$ cat src/rtl/shift_arbiter_pkg.sv
// shift_arbiter_pkg: shared constants for the shift arbiter slice
package shift_arbiter_pkg;
  localparam int DEFAULT_N = 8;
endpackage

$ cat src/rtl/rotr_core.sv
// rotr_core: log-stage N-bit rotate-right, effective amount is amt modulo N
module rotr_core #(
  parameter int N = 8,
  localparam int AW = $clog2(N) + 1
) (
  input  logic [N-1:0]  data,
  input  logic [AW-1:0] amt,
  output logic [N-1:0]  f
);
  localparam int S = $clog2(N);
  logic [S-1:0] sh;
  logic [N-1:0] st [S+1];
  assign sh = S'(amt % AW'(N));
  assign st[0] = data;
  for (genvar s = 0; s < S; s++) begin : g_stage
    assign st[s+1] = sh[s] ? {st[s][2**s-1:0], st[s][N-1:2**s]} : st[s];
  end
  assign f = st[S];
endmodule

$ cat src/rtl/shift_arbiter.sv
// shift_arbiter: round-robin two-requester front end to one shared rotate unit with a one-entry result register
module shift_arbiter
  import shift_arbiter_pkg::*;
#(
  parameter int N = DEFAULT_N,
  localparam int AW = $clog2(N) + 1
) (
  input  logic          clk,
  input  logic          reset,
  input  logic          req0_valid,
  output logic          req0_ready,
  input  logic [N-1:0]  req0_data,
  input  logic [AW-1:0] req0_amt,
  input  logic          req1_valid,
  output logic          req1_ready,
  input  logic [N-1:0]  req1_data,
  input  logic [AW-1:0] req1_amt,
  output logic          rsp_valid,
  input  logic          rsp_ready,
  output logic [N-1:0]  rsp_data,
  output logic          rsp_id
);
  typedef enum logic {EMPTY, FULL} state_t;
  state_t state;
  logic ptr, grant, accept;
  logic [N-1:0] op_data, rot;
  logic [AW-1:0] op_amt;
  // grant depends only on valids and pointer so readys never see operand data
  always_comb begin
    grant = (req0_valid && req1_valid) ? ptr : req1_valid;
    accept = !reset && (state == EMPTY || rsp_ready) && (req0_valid || req1_valid);
    req0_ready = accept && !grant;
    req1_ready = accept && grant;
    op_data = grant ? req1_data : req0_data;
    op_amt = grant ? req1_amt : req0_amt;
  end
  rotr_core #(.N(N)) u_rot (.data(op_data), .amt(op_amt), .f(rot));
  assign rsp_valid = state == FULL;
  // result register: refill on accept, drain on rsp_ready, hold otherwise
  always_ff @(posedge clk) begin
    if (reset) begin
      state <= EMPTY;
      rsp_data <= '0;
      rsp_id <= 1'b0;
      ptr <= 1'b0;
    end else if (accept) begin
      state <= FULL;
      rsp_data <= rot;
      rsp_id <= grant;
      ptr <= !grant;
    end else if (rsp_ready) begin
      state <= EMPTY;
    end
  end
endmodule

$ cat config.mk
export PLATFORM = sky130hd
export DESIGN_NAME = shift_arbiter
export DESIGN_NICKNAME = d
export VERILOG_FILES = /design/src/rtl/shift_arbiter_pkg.sv /design/src/rtl/rotr_core.sv /design/src/rtl/shift_arbiter.sv
export SDC_FILE = /design/constraint.sdc
export NUM_CORES = 1
export LEC_CHECK = 0
export CAP_MARGIN = 20
export CORE_AREA = 2 2 54 56
export DETAILED_ROUTE_END_ITERATION = 16
export DIE_AREA = 0 0 56 58
export GPL_TIMING_DRIVEN = 0
export PLACE_DENSITY = 0.73
export SKIP_LAST_GASP = 1
export SLEW_MARGIN = 5
export SYNTH_ARGS = -nofsm -noshare
export SYNTH_HDL_FRONTEND = slang
export SYNTH_SLANG_ARGS = --single-unit
$ cat constraint.sdc
create_clock -name clk -period 1.75 [get_ports clk]
set_input_delay 0.525 -clock clk [delete_from_list [all_inputs] [get_ports clk]]
set_output_delay 0.525 -clock clk [all_outputs]
set_load 0.1 [all_outputs]
Word-level counts from Yosys, hierarchy flattened --
Index checks and enable logic that the tools add are counted.
Storage, ports and cells: bits in registers 11, bits in latches 0, memory bits (writable) 0, ROM bits 0, input port bits 29, output and inout bits 12, logic and storage cells 23, memories kept 0
Operators by class: $add $sub $neg 0, $mul 0, divide/modulo/power cells 0, order comparisons 0, eq/ne operators 0, shift operators 0, muxes and demuxes 8, bitwise gates (word level) 1, reduce and logical (&&, ||, !) cells 10
Operators by type and width (number):
- two-way mux 8 bit | 4
- logical AND 1 bit | 5
- two-way mux 1 bit | 3
- two-way mux 3 bit | 1
- zero test 1 bit | 2
- logical OR 1 bit | 2
- nonzero test 2 bit | 1
- inverter 1 bit | 1

Logic depth before layout (Yosys ltp) --
depth in word-level cells 6, gate-level depth with buffers 7, gate-level depth less buffers 5

Cells and area by module --
From an unflattened synthesis, not the netlist that was laid out.
Second synthesis, totals: cells, all modules 74, area total of the unflattened synthesis 980.9 µm²
By module, submodules not included:
- shift_arbiter | instances 1, cells each 55, area an instance 654.4 µm², sequential area each 220.2 µm²
- rotr_core | instances 1, cells each 19, area an instance 326.6 µm², sequential area each 0.0 µm²

Worst setup path before layout --
Ideal clock, no wire load.
path kind reg-to-output, start register state (netlist: rsp_valid), end output req1_ready, arrival time 3.445 ns, data required time 1.225 ns, slack -2.220 ns, stages on the path, launching flop included 4, buffers on the path 0, cell sequence dfxtp_1 nor2b_1 or3_4 nor3_1
On the way: cells in the longest elaborated chain, start to end 5
Ends and longest elaborated chain:
- start: declaration | line shift_arbiter.sv:24 | state_t state;
- start signal: assignment | line shift_arbiter.sv:42 | state <= EMPTY;
- start signal: assignment | line shift_arbiter.sv:47 | state <= FULL;
- start signal: assignment | line shift_arbiter.sv:52 | state <= EMPTY;
- inverter 1 bit | line shift_arbiter.sv:31 | accept = !reset && (state == EMPTY || rsp_ready) && (req0_valid || req1_valid);
- logical OR 1 bit | line shift_arbiter.sv:31
- logical AND 1 bit (2 in series) | line shift_arbiter.sv:31
- logical AND 1 bit | line shift_arbiter.sv:33 | req1_ready = accept && grant;
- end: declaration | line shift_arbiter.sv:15 | output logic req1_ready,
Every way passes these cells.

Worst setup path in the final report --
start input req0_valid, end output req1_ready
On the way: cells in the longest elaborated chain, start to end 3, elaborated cells between the ends (all ways) 5, those cells by class 1 x mux; 4 x reduce/logical
Ends and longest elaborated chain:
- start: declaration | line shift_arbiter.sv:10 | input logic req0_valid,
- logical AND 1 bit / logical OR 1 bit (equally long branches) | line shift_arbiter.sv:30, shift_arbiter.sv:31
- two-way mux 1 bit / logical AND 1 bit (equally long branches) | line shift_arbiter.sv:30, shift_arbiter.sv:31
- logical AND 1 bit * | line shift_arbiter.sv:33
Mark *: on every way between the ends. The rest lies on a longest branch, timed or not.

==> results.toml <==
[outcome]
run_status = "finished with violations"
violations = "setup timing"

[critical_path]
r2r_setup_slack_ps = -100
cp_num_cells = 5
cp_top_family = "simple AND/OR/NAND/NOR gates"
r2r_cells = 7
crit_slowest_cell = "or3_4"
crit_fanout = 4
cp_slowest_stage_delay_ps = 420
crit_required_ps = 1220
worstReg2RegEnd = "rsp_data[1]"
crit_end = "req1_ready"
startpoint = "req0_valid"
cp.arrival_ps = 1500
start_kind = "primary input"
critical_path_buf_inv_count = 2
end_kind = "output pin"
reg2reg_from = "rsp_valid"
crit_type = "primary input to output pin"
crit_chain = "buf_6, nor2_4, or3_4, nor3_4, buf_12"

[grt]
overflow = 0
grt_antenna_before_repair = 0
grt_pass1_vias = 1094
track_usage = 0.199
grt_pass1_wl_um = 5130
grt_max_degree = 11

[timing]
clock.fmax_ghz = 0.495
relSlewSlack = 0.525
tightest_slew_ps = 709
fin_worst_skew_ps = 6.71
hold_ws_ps = 483
final_max_slew_viol_count = 0
finalSetupTns_ps = -950
layout_min_cycle_time_ps = 2020
finalHoldViolations = 0
setup_ws_ps = -271
rsz0062_at_grt = "true"
period_share = 1.15
setup_viol = 7

[pwr]
p_leak_nw = 0.663
powerDensity_nw_per_um2 = 717
ir_worst_vdd_v = 0.000957
finalPower_w = 0.00115

[cells_and_area]
final_util = 0.604
fin_area_sq_um = 1610
drive_above_1_share = 0.360
fill_cells = 243
final_net_count = 191
syn_to_final_growth_pct = 65.7
final_cell_mix = "nand4_1 (14), clkdlybuf4s50_1 (14)"
insertedDiodeCount = 0

[clock_tree]
clock_latency_ps = 270
cts_root_buffer = "clkbuf_4"
numCtsBuffers = 3
clock-sinks = 11
cts_hold_buf = 0
ctsHtreeMaxLevel = 1
tritoncts = "done"
clk_pin_slew_ps = 70
cts_buffer_depth = 2

[hold_path]
min_path_cells = 2
hp-class = "flop to flop"

[route]
top_layer = "met3"
wirelength_um = 3150
viasPerCell = 6.03
wl_met2_um = 1620
wl_per_cell_um = 16.4
routedLengthMet1_um = 1340
drt_iter0_markers = 30
drc_errors = 0
drtPass1Iterations = 4
ant_nets = 0
vias = 1158
dr_wl_met3_um = 192

[placed_design]
portBuffers = 34
gp_congestion = 0.790
placed_area_sq_um = 1400
hpwl_um = 2410

[yosys]
ys_seq_elements = 11
syn_area_sq_um = 971
avgSynthCellArea_sq_um = 8.37
ys_top_cells_by_area = "dfxtp_1 (23%), mux2i_1 (10%), a211o_1 (9.0%)"
synth_top_cell_by_area = "dfxtp_1"
synthSimpleGateAreaFrac = 0.264
ys_seq_area_frac = 0.227
muxShareOfSynthArea = 0.173
synth_top_family_by_area = "compound AO/OA/AOI/OAI gates"
synth_fa_ha_area_frac = 0
synthXorXnorAreaFrac = 0
yosysUniqueCellTypes = 25
ys_warn_count = 0
syn_inst = 116
synth_compound_area_frac = 0.273
synth_top_area_share = 0.227
synth_nets = 145

[floorplanning]
start_util = 0.365
die_width_um = 56
ioPinCount = 41
die_y_um = 58
die_area_sq_um = 3250
fp-row-count = 19
core_area_sq_um = 2660

[job]
drv_cap = 0
-- kinds of logic (layout without fill, tap and decap cells) --
family	after synthesis	after routing
mux	16	16
buf+inv	14	59
simple gates	39	39
flops	11	11
compound gates	36	36
-- per-layer routing --
| layer | up-vias | global-route usage |
|---|---|---|
| met2 | 43 | 0.360 |
| met1 | 555 | 0.241 |
| met3 | 0 | 0.0603 |
| li1 | 560 | - |
| met5 | - | 0 |
| met4 | 0 | 0.0204 |
-- registers in the layout, summed over array words and instances, names as in the netlist --
signal and cells:
ptr 1, rsp_data 8, rsp_id 1, rsp_valid 1
-- Yosys cell counts --
master / count
nand4_1: 14
nand4b_1: 10
mux2_2: 6
mux2i_1: 10
a21boi_0: 1
buf_1: 1
a2bb2oi_1: 8
nor2_1: 5
clkbuf_1: 6
a21oi_1: 2
inv_1: 2
dfxtp_1: 11
a211o_1: 10
nand2b_1: 1
buf_4: 1
nor2b_1: 2
buf_2: 4
or3_1: 1
o21ai_0: 8
and3_1: 1
o211ai_1: 4
or3_4: 1
o21ai_1: 1
a211oi_1: 2
nor3_1: 4
-- worst min-delay path by stage --
stage / from / slack (ps) / to
after floorplan: ptr / 480 / ptr
after global placement: rsp_data[5] / 460 / rsp_data[5]
after detailed placement: rsp_data[0] / 470 / rsp_data[0]
after CTS: rsp_data[6] / 480 / rsp_data[6]
after global routing: reset / 500 / rsp_valid
final: rsp_data[6] / 480 / rsp_data[6]
-- report_power, final --
group	switching, W	total [W]	internal (W)
clock network	0.0000804	0.000169	0.0000881
logic	0.000439	0.000677	0.000238
registers	0.0000228	0.000307	0.000285
total	0.000542	0.00115	0.000611
-- stage by stage --
stage | setup WS, ps | std cells
after detailed placement | -1770 | 181
after CTS | -377 | 189
final | -271 | 192
after floorplan | -686 | 116
after global routing | -312 | 192
after global placement | -1770 | 181
-- cell type report --
| cell class | instances | area, sq um | area share |
|---|---|---|---|
| plain buffers | 11 | 72.6 | 0.0451 |
| clock buffers | 4 | 26.3 | 0.0163 |
| inverters | 2 | 7.51 | 0.00467 |
| multi-input cells | 91 | 807 | 0.502 |
| flip-flops and latches | 11 | 224 | 0.139 |
| well taps | 31 | 38.8 | 0.0241 |
| repair buffers | 42 | 433 | 0.269 |
-- repair_timing --
| action | 4_1_cts | 5_1_grt |
|---|---|---|
| setup endpoints to repair | 21 | 12 |
| gates resized for setup | 64 | 31 |
| pin swaps | 3 | 8 |
| buffers inserted | 4 | 4 |
| endpoints found under the hold margin | 0 | 0 |
-- worst reg2reg max path, cell delays in order (launching register included) --
cell and delay [ps]:
dfxtp_4 340, nor2b_4 120, or3_4 370, buf_4 160, buf_6 100, or3_4 440
a2bb2oi_2 160, o21ai_1 100
Power figures use the tool's default switching activity.
